==> src/rtl/sumatoria_ctrl_if.sv <==
// Host/counter-facing bundle for the Sumatoria control and accumulate stage.
//
// Handshake: the host raises start for at least one cycle while busy=0 and
// done=0 (the block is idle); that cycle's target is captured. busy then stays
// high until the run ends, and done pulses for exactly one cycle when sum and
// overflow are final. result_valid stays high from done until the next
// accepted start. abort, sampled while busy, ends the run early with no done.
// start while busy or during done is ignored (no queueing).
interface sumatoria_ctrl_if #(
  parameter int COUNT_W = 11,
  parameter int SUM_W   = 22
);
  logic               start;
  logic               abort;
  logic [COUNT_W-1:0] target;
  logic [COUNT_W-1:0] count_in;
  logic               cnt_enable;
  logic               cnt_hard_reset;
  logic               busy;
  logic               done;
  logic               result_valid;
  logic [SUM_W-1:0]   sum;
  logic               overflow;
  logic [1:0]         dbg_state;

  modport slave (
    input  start, abort, target, count_in,
    output cnt_enable, cnt_hard_reset, busy, done, result_valid, sum,
           overflow, dbg_state
  );

  modport master (
    output start, abort, target, count_in,
    input  cnt_enable, cnt_hard_reset, busy, done, result_valid, sum,
           overflow, dbg_state
  );
endinterface

==> src/rtl/sumatoria_ctrl.sv <==
// Control and accumulate stage for the Sumatoria datapath: clears and enables
// the external up-counter, adds every count it presents until the count equals
// the captured target, and reports S = 0+1+...+N with a sticky overflow flag.
module sumatoria_ctrl #(
  parameter int COUNT_W = 11,
  parameter int SUM_W   = 22
) (
  input logic             clk,
  input logic             rst,
  sumatoria_ctrl_if.slave ctrl
);

  localparam logic [1:0] S_IDLE  = 2'd0;
  localparam logic [1:0] S_CLEAR = 2'd1;
  localparam logic [1:0] S_ACCUM = 2'd2;
  localparam logic [1:0] S_DONE  = 2'd3;

  // One spare bit above the wider operand keeps the carry out of the
  // SUM_W-bit accumulator visible even when count_in is wider than sum.
  localparam int AW = ((SUM_W > COUNT_W) ? SUM_W : COUNT_W) + 1;

  logic [1:0]         state_q, state_d;
  logic [COUNT_W-1:0] target_q, target_d;
  logic [SUM_W-1:0]   sum_q, sum_d;
  logic               overflow_q, overflow_d;
  logic               result_valid_q, result_valid_d;
  logic               cnt_enable_q, cnt_enable_d;
  logic               cnt_hard_reset_q, cnt_hard_reset_d;
  logic               busy_q, busy_d;
  logic               done_q, done_d;
  logic [AW-1:0]      acc_wide;
  logic               acc_carry;

  // Zero-extended add of the current count; any bit above SUM_W is a carry out
  always_comb begin
    acc_wide  = AW'(sum_q) + AW'(ctrl.count_in);
    acc_carry = |acc_wide[AW-1:SUM_W];
  end

  // Next-state and datapath update; abort outranks the terminal compare
  always_comb begin
    state_d        = state_q;
    target_d       = target_q;
    sum_d          = sum_q;
    overflow_d     = overflow_q;
    result_valid_d = result_valid_q;
    case (state_q)
      S_IDLE: begin
        if (ctrl.start) begin
          state_d        = S_CLEAR;
          target_d       = ctrl.target;
          sum_d          = '0;
          overflow_d     = 1'b0;
          result_valid_d = 1'b0;
        end
      end
      S_CLEAR: begin
        state_d = ctrl.abort ? S_IDLE : S_ACCUM;
      end
      S_ACCUM: begin
        // The value seen in the abort cycle is still added, so the partial
        // sum covers every ACCUM cycle that actually happened.
        sum_d = acc_wide[SUM_W-1:0];
        if (acc_carry) begin
          overflow_d = 1'b1;
        end
        if (ctrl.abort) begin
          state_d = S_IDLE;
        end else if (ctrl.count_in == target_q) begin
          state_d        = S_DONE;
          result_valid_d = 1'b1;
        end
      end
      S_DONE: begin
        state_d = S_IDLE;
      end
      default: begin
        state_d = S_IDLE;
      end
    endcase
  end

  // Registered outputs are decoded from the state being entered
  always_comb begin
    cnt_hard_reset_d = (state_d == S_CLEAR);
    cnt_enable_d     = (state_d == S_ACCUM);
    busy_d           = (state_d == S_CLEAR) || (state_d == S_ACCUM);
    done_d           = (state_d == S_DONE);
  end

  // State and output registers with asynchronous active-low reset
  always_ff @(posedge clk or negedge rst) begin
    if (!rst) begin
      state_q          <= S_IDLE;
      target_q         <= '0;
      sum_q            <= '0;
      overflow_q       <= 1'b0;
      result_valid_q   <= 1'b0;
      cnt_enable_q     <= 1'b0;
      cnt_hard_reset_q <= 1'b0;
      busy_q           <= 1'b0;
      done_q           <= 1'b0;
    end else begin
      state_q          <= state_d;
      target_q         <= target_d;
      sum_q            <= sum_d;
      overflow_q       <= overflow_d;
      result_valid_q   <= result_valid_d;
      cnt_enable_q     <= cnt_enable_d;
      cnt_hard_reset_q <= cnt_hard_reset_d;
      busy_q           <= busy_d;
      done_q           <= done_d;
    end
  end

  assign ctrl.cnt_enable     = cnt_enable_q;
  assign ctrl.cnt_hard_reset = cnt_hard_reset_q;
  assign ctrl.busy           = busy_q;
  assign ctrl.done           = done_q;
  assign ctrl.result_valid   = result_valid_q;
  assign ctrl.sum            = sum_q;
  assign ctrl.overflow       = overflow_q;
  assign ctrl.dbg_state      = state_q;

endmodule

==> src/flat_wrapper.sv <==
// flat-port wrapper written by rule: the top's interface ports become plain ports
module sumatoria_ctrl_flat 
#(
  parameter int COUNT_W = 11,
  parameter int SUM_W   = 22
)
  (clk, rst, ctrl_start, ctrl_abort, ctrl_target, ctrl_count_in, ctrl_cnt_enable, ctrl_cnt_hard_reset, ctrl_busy, ctrl_done, ctrl_result_valid, ctrl_sum, ctrl_overflow, ctrl_dbg_state);
  sumatoria_ctrl_if #(.COUNT_W(COUNT_W), .SUM_W(SUM_W)) ctrl_i ();
  input logic clk;
  input logic rst;
  input wire logic [$bits(ctrl_i.start)-1:0] ctrl_start;
  input wire logic [$bits(ctrl_i.abort)-1:0] ctrl_abort;
  input wire logic [$bits(ctrl_i.target)-1:0] ctrl_target;
  input wire logic [$bits(ctrl_i.count_in)-1:0] ctrl_count_in;
  output wire logic [$bits(ctrl_i.cnt_enable)-1:0] ctrl_cnt_enable;
  output wire logic [$bits(ctrl_i.cnt_hard_reset)-1:0] ctrl_cnt_hard_reset;
  output wire logic [$bits(ctrl_i.busy)-1:0] ctrl_busy;
  output wire logic [$bits(ctrl_i.done)-1:0] ctrl_done;
  output wire logic [$bits(ctrl_i.result_valid)-1:0] ctrl_result_valid;
  output wire logic [$bits(ctrl_i.sum)-1:0] ctrl_sum;
  output wire logic [$bits(ctrl_i.overflow)-1:0] ctrl_overflow;
  output wire logic [$bits(ctrl_i.dbg_state)-1:0] ctrl_dbg_state;
  assign ctrl_i.start = ctrl_start;
  assign ctrl_i.abort = ctrl_abort;
  assign ctrl_i.target = ctrl_target;
  assign ctrl_i.count_in = ctrl_count_in;
  assign ctrl_cnt_enable = ctrl_i.cnt_enable;
  assign ctrl_cnt_hard_reset = ctrl_i.cnt_hard_reset;
  assign ctrl_busy = ctrl_i.busy;
  assign ctrl_done = ctrl_i.done;
  assign ctrl_result_valid = ctrl_i.result_valid;
  assign ctrl_sum = ctrl_i.sum;
  assign ctrl_overflow = ctrl_i.overflow;
  assign ctrl_dbg_state = ctrl_i.dbg_state;
  sumatoria_ctrl #(.COUNT_W(COUNT_W), .SUM_W(SUM_W)) u_core (.clk(clk), .rst(rst), .ctrl(ctrl_i));
endmodule
==> config.mk <==
export PLATFORM = sky130hd
export DESIGN_NAME = sumatoria_ctrl_flat
export DESIGN_NICKNAME = d
export VERILOG_FILES = /design/src/rtl/sumatoria_ctrl_if.sv /design/src/rtl/sumatoria_ctrl.sv /design/src/flat_wrapper.sv
export SDC_FILE = /design/constraint.sdc
export NUM_CORES = 1
export LEC_CHECK = 0
export BUFFER_PORTS_ARGS = -buffer_cell sky130_fd_sc_hd__buf_4
export CAP_MARGIN = 20
export CELL_PAD_IN_SITES_DETAIL_PLACEMENT = 0
export CELL_PAD_IN_SITES_GLOBAL_PLACEMENT = 2
export CORE_MARGIN = 2
export CORE_UTILIZATION = 32
export CTS_CLUSTER_SIZE = 14
export DETAILED_ROUTE_END_ITERATION = 12
export GPL_TIMING_DRIVEN = 0
export PLACE_DENSITY = 0.86
export SKIP_LAST_GASP = 1
export SLEW_MARGIN = 15
export SYNTH_ARGS = -nofsm -noshare
export SYNTH_HDL_FRONTEND = slang
export SYNTH_SLANG_ARGS = --single-unit
export TNS_END_PERCENT = 50
==> constraint.sdc <==
create_clock -name clk -period 2.8 [get_ports clk]
set_clock_uncertainty 0.05 [all_clocks]
set_input_delay 0.28 -clock clk [delete_from_list [all_inputs] [get_ports clk]]
set_output_delay 0.28 -clock clk [all_outputs]
set_load 0.005 [all_outputs]
Yosys cells after proc, flatten, opt, wreduce, memory -nomap -nowiden
Cells that the tools add are included.
{ "word_totals": {"regBits": 41, "input_bits": 26, "out_inout_bits": 30, "word_cells": 41} }
{ "op_classes": {"addsub": 1, "n_eq_ne": 11, "n_mux": 13, "reduce_logical": 7} }
{ "op_table": {"columns": ["operator", "n"], "rows": [
  ["$pmux 22 s2", 1],
  ["$add 22x11->23", 1],
  ["$mux 22", 1],
  ["$eq 11x11->1", 1],
  ["$eq 2x2->1 const B", 4],
  ["$mux 2", 4],
  ["$pmux 2 s4", 1],
  ["$eq 2x1->1 const B", 2],
  ["$mux 1", 4],
  ["$ne 2x1->1 const B", 2],
  ["$ne 2x2->1 const B", 2],
  ["$pmux 1 s2", 2],
  ["$reduce_and 2->1", 2],
  ["$reduce_and 4->1", 1],
  ["$reduce_and 3->1", 1],
  ["$logic_not 2->1", 1],
  ["$reduce_bool 2->1", 1],
  ["$logic_or 1x1->1", 1]
]} }

Depth between registers and ports, before layout
Gate-level depths: netlist of the first run.
{ "logic_depth": {"ltp_word": 6, "ltp_mapped": 9, "mapped_depth_nobuf": 9} }

Least setup slack after synthesis of the first run
OpenSTA, ideal clock, no wires.
{ "synth_path": {"kind": "reg2reg", "startpoint": "reg u_core.sum_q[0] (netlist: u_core.ctrl.sum[0])", "endpoint": "reg u_core.sum_q[12] (netlist: u_core.ctrl.sum[12])", "setup_time_ns": 0.139, "arrival_time_ns": 2.025, "t_required_ns": 2.611, "slack_ns": 0.586, "stages_incl_launch_ff": 10, "n_path_buf": 0, "synth_period_minus_slack_ns": 2.214, "cell_sequence": "dfrtp_1 ha_1 inv_1 fa_1 nand2b_1 a21oi_1 o21ai_0 and3b_1 o311ai_0 o31ai_1"} }
{ "synth_between": {"elab_chain_len": 2} }
{ "synth_rtl": {"columns": ["element", "line_no", "source"], "rows": [
  ["from (decl)", "sumatoria_ctrl.sv:24", "logic [SUM_W-1:0] sum_q, sum_d;"],
  ["from (signal assigned)", "sumatoria_ctrl.sv:106", "sum_q <= sum_d;"],
  ["$add 22x11->23", "sumatoria_ctrl.sv:36", "acc_wide = AW'(sum_q) + AW'(ctrl.count_in);"],
  ["$pmux 22 s2", "sumatoria_ctrl.sv:47", "case (state_q)"]
]} }
No other way between the ends.
A chain may end at the register's enable or synchronous reset.

Worst setup path in the final report of the first run
{ "layout_path": {"startpoint": "reg u_core.sum_q[0] (netlist: u_core.ctrl.sum[0])", "endpoint": "reg u_core.sum_q[20] (netlist: u_core.ctrl.sum[20])"} }
The elaborated chain is that of the path after synthesis.

==> flow_summary.yaml, run 1 <==
placed_design:
  post-dp-hpwl_um: 4160
  gp_congestion: 0.780
  place_ws_ns: 0.301
  io_buffers: 55
floorplan:
  num_rows: 30
  dieWidth_um: 88.5
  core_area_sq_um: 6870
  initial_core_util_pct: 33.3
  die_y_um: 88.5
  die-area_sq_um: 7840
  io_pins: 56
route:
  ant_nets: 0
  route.detailed.drc: 0
  vias_per_cell: 4.68
  wire_per_inst_um: 13.8
  wl_um: 5510
  drt_first_iter_violations: 56
  drtPass1Iterations: 4
  num_vias: 1861
pwr:
  vdd_drop_max_mv: 0.195
  p_per_area_nw_per_um2: 679
  leakagePower_nw: 1.41
  total_power_mw: 2.00
worst_setup_path:
  max_stage_delay_ns: 0.39
  crit_chain: "ha_1 -> inv_1 -> fa_1 -> nand2b_1 -> a21oi_1 -> o21ai_0 -> and3b_1 -> nor4_2 -> mux2i_1"
  arrival_ns: 2.71
  critPathSlowestCell: "fa_1"
  timing.critical_path.buf_inv: 1
  critPathKind: "flop to flop"
  startpoint_type: "flop"
  crit_path_end_kind: "flop"
  cpLargestDelayFamily: "simple AND/OR/NAND/NOR gates"
  cp.required_ns: 2.98
  path_max_fanout: 4
grt:
  grtUsageMet1_pct: 20.0
  antenna_found_initial: 0
  grt.met2_usage_pct: 24.8
  busiest_layer: "met2"
  grt_start_max_net_pins: 42
  grt_first_pass_wirelength_um: 8980
  grt_pass1_vias: 1852
  grt_overflow_total: 0
  grtUsageMet3_pct: 3.45
  track_usage_pct: 15.1
yosys:
  synth-seq-cells: 41
  synth_flop_cell: "dfrtp_1"
  synth_area_leaders: "dfrtp_1 (45%), nand2_1 (8.5%), ha_1 (7.7%), xnor2_1 (5.0%), o21ai_0 (3.1%)"
  yosysWarnings: 0
  ys_types: 40
  synth_top_cell_area_share_pct: 44.9
  synth_area_per_cell_sq_um: 9.61
  synth_area_sq_um: 2290
  synth_fp_nets: 279
  synth_cells: 238
  synth-edff-count: 0
  seq_area_frac_synth_pct: 44.9
  yosysTopAreaCell: "dfrtp_1"
  synth_common_cells: "nand2_1 (52), dfrtp_1 (41), ha_1 (14), o21ai_0 (14), xnor2_1 (13)"
  synth_most_common_cell: "nand2_1"
  async_flop_share_pct: 100
final_layout:
  drive_above_1_share_pct: 23.2
  num_antenna_cells: 0
  n_fill_cell: 702
  fin_nets: 342
  area_growth_pct: 28.8
  utilization_pct: 42.9
timing:
  hold_violations: 0
  finalSetupViolCount: 0
  post-route-period-util_pct: 90.4
  max_clock_freq_mhz: 395
  rsz0062_at_grt: "no"
  drv_slew: 0
  worst_slew_pin_slew_ns: 0.610
  tns_ns: 0
  fin_ws_ns: 0.268
  period_needed_ns: 2.53
  maxSlewHeadroom_pct: 59.3
cts:
  cts_num_sinks: 41
  clock_latency_ns: 0.29
  htreeDepth: 2
  clkTransAtPathRegs_ns: 0.08
  cts_buffers: 5
  clockRootBuffer: "clkbuf_8"
  clock_path_buffers: 2
  postCtsSetupBuffers: 0
  cts_tree: "built"
run_status:
  outcome: "finished clean"
run:
  maxCapViolCount: 0
worst_hold_path:
  worstHoldPathType: "primary input to flop"
-- worst register-to-register path, cell delays in order, from the launching register on --
cell and delay (ns):
dfrtp_1 0.38, ha_1 0.21, inv_1 0.07, fa_1 0.39
nand2b_1 0.18, a21oi_1 0.22, o21ai_0 0.20, and3b_1 0.26
nor4_2 0.31, mux2i_1 0.20
-- worst paths after layout --
kind | from | depth (start not counted) | endpoint | slack (ns)
min reg2reg | u_core.target_q[3] | 2 | u_core.target_q[3] | 0.45
min | ctrl_target[5] | 3 | u_core.target_q[5] | 0.12
max in group asynchronous | rst | 2 | u_core.target_q[5] | 1.88
max reg2reg | u_core.ctrl.sum[0] | 9 | u_core.ctrl.sum[20] | 0.27
min in group asynchronous | rst | 2 | u_core.ctrl.sum[19] | 0.46
max | u_core.ctrl.sum[0] | 9 | u_core.ctrl.sum[20] | 0.27
-- sequential cells by signal, indices dropped and copies added, names as in the netlist --
signal and flops:
u_core.ctrl.sum 22, u_core.target_q 11, u_core.ctrl.dbg_state 2, u_core.ctrl.busy 1
u_core.ctrl.cnt_enable 1, u_core.ctrl.cnt_hard_reset 1, u_core.ctrl.done 1, u_core.ctrl.overflow 1
u_core.ctrl.result_valid 1
-- per-stage QoR --
stage          area, sq um  instances  hold WS, ns
5_1_grt               2950        398        0.128
2_1_floorplan         2290        238      -0.0656
6_report              2950        398        0.122
3_5_place_dp          2820        389        0.254
4_1_cts               2950        398        0.117
3_3_place_gp          2820        389        0.254
-- area by class of cell --
class | instances | area, sq um | area share [%]
multi-input combinational | 184 | 1210 | 41.1
sequential | 41 | 1030 | 34.8
timing repair buffer | 56 | 423 | 14.4
tap | 96 | 120 | 4.08
clock buffer | 7 | 86.3 | 2.93
clock inverter | 1 | 30.0 | 1.02
buffer | 7 | 26.3 | 0.892
inverter | 6 | 22.5 | 0.764
-- placed cells by master (no fill, tap or decap), types with 2 or more instances in the layout --
master	instances
buf_4	55
nand2_1	52
dfrtp_1	41
o21ai_0	14
ha_1	14
xnor2_1	13
nand3_1	11
nor2_1	10
a21oi_1	9
clkbuf_1	8
inv_1	6
nand2b_1	6
mux2i_1	6
clkbuf_8	6
o31ai_1	5
xor2_1	5
nand4_1	4
o311ai_0	4
a21o_1	3
and2_1	2
a211oi_1	2
and3_1	2
o211ai_1	2
nor4_2	2
-- what timing repair did --
action	in CTS	in global routing
resized for setup	0	1
hold buffers	1	0
setup endpoints to repair	0	2
endpoints found under the hold margin	41	0
-- layer usage --
layer | vias up | part of all wire [%]
met2 | 36 | 47
met3 | 5 | 4.0
met4 | 0 | 1.4
met1 | 856 | 47
met5 | - | 0
li1 | 964 | -
-- cell families after synthesis --
logic type                 Yosys count  share of synthesized area (%)
AOI/OAI and AO/OA                   48                           14.3
xor gates and xnor gates            18                           6.89
adders and majority gates           15                           8.53
buffers and inverters               13                           2.13
DFF                                 41                           44.9
muxes                                6                           2.63
and+or+nand+nor                     97                           20.6
-- report_power, final --
group	switching (mW)	leakage [nW]	internal, mW
registers	0.0826	0.543	0.692
logic	0.384	0.810	0.341
clock network	0.209	0.0585	0.291
No activity file was read; power rests on OpenSTA's default activity.
==> run 2: changes to the inputs <==
--- a/config.mk
+++ b/config.mk
@@ -9,11 +9,13 @@
 export CAP_MARGIN = 20
 export CELL_PAD_IN_SITES_DETAIL_PLACEMENT = 0
 export CELL_PAD_IN_SITES_GLOBAL_PLACEMENT = 2
+export CORE_ASPECT_RATIO = 2
 export CORE_MARGIN = 2
 export CORE_UTILIZATION = 32
 export CTS_CLUSTER_SIZE = 14
 export DETAILED_ROUTE_END_ITERATION = 12
 export GPL_TIMING_DRIVEN = 0
+export HOLD_SLACK_MARGIN = 0.08
 export PLACE_DENSITY = 0.86
 export SKIP_LAST_GASP = 1
 export SLEW_MARGIN = 15
==> run 2 against run 1 <==
Net effect: register-to-register slack worse by 0.05 ns; clock power is 36% higher; global-route usage is 1.3 points higher; sequential power hardly changed; critical endpoint is now u_core.ctrl.sum[14]; hold slack better by 0.0080 ns; routed wire length is 7.7% higher; non-clock buffer count stayed put; highest routed layer unchanged; setup slack worse by 0.046 ns; cell count is 1.5% lower.
==> flow_summary.yaml, run 2 (same netlist as run 1, synthesis figures left out) <==
timing:
  max_clock_freq_mhz: 388
  worst_slew_pin_slew_ns: 0.568
  drv_slew: 0
  post-route-period-util_pct: 92.1
  rsz0062_at_grt: "no"
  finalSetupViolCount: 0
  fin_ws_ns: 0.222
  period_needed_ns: 2.58
  tns_ns: 0
  hold_violations: 0
  maxSlewHeadroom_pct: 62.1
worst_setup_path:
  crit_chain: "ha_1 -> inv_1 -> fa_1 -> nand2b_1 -> a21oi_1 -> o21ai_0 -> a21boi_0 -> nor2_1 -> o31ai_1"
  rr_worst_depth: 9
  startpoint: "u_core.ctrl.sum[0]"
  crit_path_end_kind: "flop"
  rr_endpoint: "u_core.ctrl.sum[14]"
  path_depth: 9
  crit-reg2reg-launch: "u_core.ctrl.sum[0]"
  regToRegSetupSlack_ns: 0.22
  timing.critical_path.buf_inv: 1
  arrival_ns: 2.72
  cpLargestDelayFamily: "compound AO/OA/AOI/OAI gates"
  cp-endpoint: "u_core.ctrl.sum[14]"
  path_max_fanout: 4
  cp.required_ns: 2.94
  critPathKind: "flop to flop"
  max_stage_delay_ns: 0.41
  critPathSlowestCell: "a21boi_0"
  startpoint_type: "flop"
floorplan:
  io_pins: 56
  die_y_um: 124
  die-area_sq_um: 7880
  dieWidth_um: 63.8
  num_rows: 43
  core_area_sq_um: 6940
  initial_core_util_pct: 33.0
cts:
  cts_num_sinks: 41
  postCtsSetupBuffers: 0
  clock_latency_ns: 0.29
  cts_tree: "built"
  cts_buffers: 5
  clkTransAtPathRegs_ns: 0.06
  clock_path_buffers: 2
  clockRootBuffer: "clkbuf_16"
  htreeDepth: 2
route:
  vias_per_cell: 4.91
  route.detailed.drc: 0
  drt_first_iter_violations: 94
  num_vias: 1926
  wire_per_inst_um: 15.1
  wl_um: 5930
  ant_nets: 0
  drtPass1Iterations: 4
grt:
  grt_overflow_total: 0
  grt_start_max_net_pins: 42
  track_usage_pct: 16.4
  antenna_found_initial: 0
  grt_first_pass_wirelength_um: 9750
  grt_pass1_vias: 1967
final_layout:
  fin_nets: 342
  drive_above_1_share_pct: 23.2
  num_antenna_cells: 0
  n_fill_cell: 673
  layout_commonest_cell: "buf_4"
  utilization_pct: 43.2
  layout_common_cells: "buf_4 (55), nand2_1 (52), dfrtp_1 (41), o21ai_0 (14), ha_1 (14)"
  largest_reg_flops: 22
  area_growth_pct: 31.0
pwr:
  p_comb_share_pct: 34.0
  p_per_area_nw_per_um2: 737
  swShare_pct: 32.9
  vdd_drop_max_mv: 0.311
  seqPwrFrac_pct: 35.2
  switchingPower_mw: 0.726
  total_power_mw: 2.21
  clockPowerShare_pct: 30.9
  p_int_mw: 1.48
  leakagePower_nw: 1.44
placed_design:
  place_ws_ns: 0.215
  post-dp-hpwl_um: 4570
  gp_congestion: 0.806
  io_buffers: 55
worst_hold_path:
  whs_path_depth: 3
  worstHoldPathType: "primary input to flop"
run_status:
  outcome: "finished clean"
run:
  maxCapViolCount: 0
run 2: cell counts in the layout (fill, tap and decap cells not counted):
No cell type changed its count.
run 2: tightest hold or removal path: stages:
cell	delay, ns
buf_4	0.07
nand2_1	0.04
nand2_1	0.04
run 2: layout make-up:
type,count,area [sq um],share of cell area [%]
Inverter,6,22.5,0.752
Sequential cell,41,1030,34.3
Buffer,7,26.3,0.877
Clock buffer,7,143,4.76
Timing Repair Buffer,56,423,14.1
Clock inverter,1,30.0,1.00
Tap cell,90,113,3.76
Multi-Input combinational cell,184,1210,40.5
run 2: timing repair:
action,CTS,global route
resized for setup,0,0
hold endpoints to repair,41,0
hold buffers,1,0
run 2: worst min path at each step:
stage / start / to / slack [ns]
3_3_place_gp: rst / u_core.ctrl.busy / 0.25
2_1_floorplan: rst / u_core.ctrl.busy / -0.07
6_report: ctrl_target[1] / u_core.target_q[1] / 0.13
5_1_grt: ctrl_target[2] / u_core.target_q[2] / 0.14
4_1_cts: ctrl_target[7] / u_core.target_q[7] / 0.12
3_5_place_dp: rst / u_core.ctrl.busy / 0.25
run 2: per-stage QoR:
stage	hold slack, ns	area (sq um)	std cells
after global routing	0.136	3000	392
after global placement	0.248	2810	383
after floorplan	-0.0656	2290	238
after CTS	0.120	3000	392
final	0.130	3000	392
after detailed placement	0.251	2810	383
run 2: metal layers:
metal	share of wire [%]	global-route usage, %	vias to the layer above
met5	0	0	-
met4	2.7	8.56	0
met3	4.0	2.73	9
met2	57	31.0	49
met1	36	16.9	910
li1	-	-	958
run 2: power by group through the flow:
stage	clock, mW	sequential [mW]	combinational [mW]
2_1_floorplan	0	0.778	0.471
3_3_place_gp	0	0.785	0.747
3_5_place_dp	0	0.787	0.754
4_1_cts	0.701	0.776	0.762
5_1_grt	0.723	0.788	0.847
6_report	0.682	0.776	0.749
==> run 3: changes to the inputs <==
--- a/config.mk
+++ b/config.mk
@@ -5,18 +5,19 @@
 export SDC_FILE = /design/constraint.sdc
 export NUM_CORES = 1
 export LEC_CHECK = 0
-export BUFFER_PORTS_ARGS = -buffer_cell sky130_fd_sc_hd__buf_4
 export CAP_MARGIN = 20
 export CELL_PAD_IN_SITES_DETAIL_PLACEMENT = 0
 export CELL_PAD_IN_SITES_GLOBAL_PLACEMENT = 2
 export CORE_ASPECT_RATIO = 2
 export CORE_MARGIN = 2
-export CORE_UTILIZATION = 32
+export CORE_UTILIZATION = 38
 export CTS_CLUSTER_SIZE = 14
 export DETAILED_ROUTE_END_ITERATION = 12
+export DONT_BUFFER_PORTS = 1
 export GPL_TIMING_DRIVEN = 0
 export HOLD_SLACK_MARGIN = 0.08
-export PLACE_DENSITY = 0.86
+export PLACE_DENSITY = 0.85
+export RECOVER_POWER = 100
 export SKIP_LAST_GASP = 1
 export SLEW_MARGIN = 15
 export SYNTH_ARGS = -nofsm -noshare
==> run 3 against run 2 <==
Net effect: the flow now finishes with violations (DRC, capacitance limit, slew limit); combinational power down 21%; routed wire length decreased by 7.2%; register-to-register slack lost 0.02 ns; sequential power up 2%; critical path type unchanged; largest cell class unchanged; highest routed layer unchanged.
==> flow_summary.yaml, run 3 (same netlist as run 1, synthesis figures left out) <==
run_status:
  outcome: "finished with violations"
  violations: "DRC, capacitance limit, slew limit"
pwr:
  vdd_drop_max_mv: 0.425
  seqPwrFrac_pct: 38.4
  leakagePower_nw: 1.22
  clockPowerShare_pct: 33.0
  swShare_pct: 32.4
  p_int_mw: 1.39
  total_power_mw: 2.06
  switchingPower_mw: 0.668
  p_comb_share_pct: 28.6
  p_per_area_nw_per_um2: 776
timing:
  max_clock_freq_mhz: 385
  maxSlewHeadroom_pct: -20.1
  hold_violations: 0
  rsz0062_at_grt: "no"
  finalSetupViolCount: 0
  tns_ns: 0
  post-route-period-util_pct: 92.8
  drv_slew: 42
  worst_slew_pin_slew_ns: 1.80
  period_needed_ns: 2.60
grt:
  grt_start_max_net_pins: 42
  antenna_found_initial: 0
  grt_overflow_total: 0
  track_usage_pct: 17.8
  grt_pass1_vias: 1843
  grt_first_pass_wirelength_um: 9030
cts:
  htreeDepth: 2
  clockRootBuffer: "clkbuf_16"
  cts_num_sinks: 41
  cts_tree: "built"
  clock_path_buffers: 2
  cts_buffers: 5
  clkTransAtPathRegs_ns: 0.06
  clock_latency_ns: 0.28
final_layout:
  final_area_sq_um: 2650
  area_growth_pct: 16.0
  layout_commonest_cell: "nand2_1"
  fin_nets: 300
  n_fill_cell: 597
  layout_common_cells: "nand2_1 (52), dfrtp_1 (41), o21ai_0 (14), ha_1 (14)"
  drive_above_1_share_pct: 4.62
  num_antenna_cells: 0
  utilization_pct: 44.9
  largest_reg_flops: 22
route:
  num_vias: 1780
  wl_um: 5500
  ant_nets: 0
  wirelength_met1_um: 2230
  wire_per_inst_um: 17.0
  route.detailed.drc: 4
  met3_length_um: 277
  drtPass1Iterations: 8
  drt_first_iter_violations: 94
  highest_layer: "met4"
  vias_per_cell: 5.51
  met2_length_um: 2910
placed_design:
  dpl-instance-area_sq_um: 2370
  gp_congestion: 0.797
  io_buffers: 0
  post-dp-hpwl_um: 4070
worst_setup_path:
  max_stage_delay_ns: 0.40
  critPathSlowestCell: "dfrtp_1"
  crit_chain: "ha_1 -> inv_1 -> fa_1 -> nand2b_1 -> a21oi_1 -> o21ai_0 -> and3b_1 -> o311ai_0 -> o31ai_1"
  cp.required_ns: 2.90
  crit_path_end_kind: "flop"
  path_max_fanout: 4
  timing.critical_path.buf_inv: 1
  startpoint_type: "flop"
  arrival_ns: 2.70
  regToRegSetupSlack_ns: 0.20
  cpLargestDelayFamily: "compound AO/OA/AOI/OAI gates"
  critPathKind: "flop to flop"
floorplan:
  die-area_sq_um: 6690
  initial_core_util_pct: 38.7
  die_y_um: 114
  io_pins: 56
  core_area_sq_um: 5910
  num_rows: 40
  dieWidth_um: 58.9
worst_hold_path:
  worstHoldPathType: "primary input to flop"
run:
  maxCapViolCount: 1
[run 3: worst paths after layout]
kind	start	end	depth (start not counted)
max in group asynchronous	rst	u_core.ctrl.sum[13]	2
worst max-delay path	u_core.ctrl.sum[0]	u_core.ctrl.sum[12]	9
worst min-delay path	ctrl_abort	u_core.ctrl.result_valid	3
worst max register to register	u_core.ctrl.sum[0]	u_core.ctrl.sum[12]	9
min in group asynchronous	rst	u_core.ctrl.sum[2]	2
worst min register to register	u_core.target_q[0]	u_core.target_q[0]	2
[run 3: layout make-up]
| type | count | area, sq um | area share (%) |
|---|---|---|---|
| multi-input combinational | 184 | 1180 | 44.6 |
| sequential | 41 | 1030 | 38.7 |
| clock buffer | 7 | 143 | 5.37 |
| timing repair buffer | 14 | 143 | 5.37 |
| tap | 63 | 78.8 | 2.97 |
| clock inverter | 1 | 30.0 | 1.13 |
| buffer | 7 | 26.3 | 0.990 |
| inverter | 6 | 22.5 | 0.849 |
[run 3: through the flow]
| step | cells | hold slack, ns | setup WS [ns] |
|---|---|---|---|
| final | 323 | 0.162 | 0.201 |
| after global routing | 323 | 0.194 | 0.0169 |
| after CTS | 323 | 0.161 | 0.219 |
| after detailed placement | 301 | -0.0647 | 0.239 |
| after global placement | 301 | -0.0647 | 0.282 |
| after floorplan | 238 | -0.0656 | 0.586 |
[run 3: metal layers]
| metal | vias up | global-route usage, % |
|---|---|---|
| li1 | 874 | - |
| met1 | 856 | 22.1 |
| met2 | 45 | 30.1 |
| met3 | 5 | 3.63 |
| met4 | 0 | 5.45 |
| met5 | - | 0 |
[run 3: repair_timing]
action                     4_1_cts  5_1_grt
hold endpoints to repair        53        0
hold buffers                    14        0
setup endpoints to repair        0        2
gates resized for setup          0        2
setup buffers                    0        0
[run 3: power groups by stage]
stage / Combinational, mW / Sequential (mW) / Clock (mW)
after floorplan: 0.471 / 0.778 / 0
after global placement: 0.566 / 0.802 / 0
after detailed placement: 0.578 / 0.805 / 0
after CTS: 0.613 / 0.794 / 0.696
after global routing: 0.678 / 0.807 / 0.713
final: 0.589 / 0.790 / 0.679
[run 3: worst reg2reg max path, stage by stage (launching register included)]
cell      delay (ns)
dfrtp_1         0.40
ha_1            0.22
inv_1           0.06
fa_1            0.39
nand2b_1        0.19
a21oi_1         0.19
o21ai_0         0.21
and3b_1         0.27
o311ai_0        0.35
o31ai_1         0.12
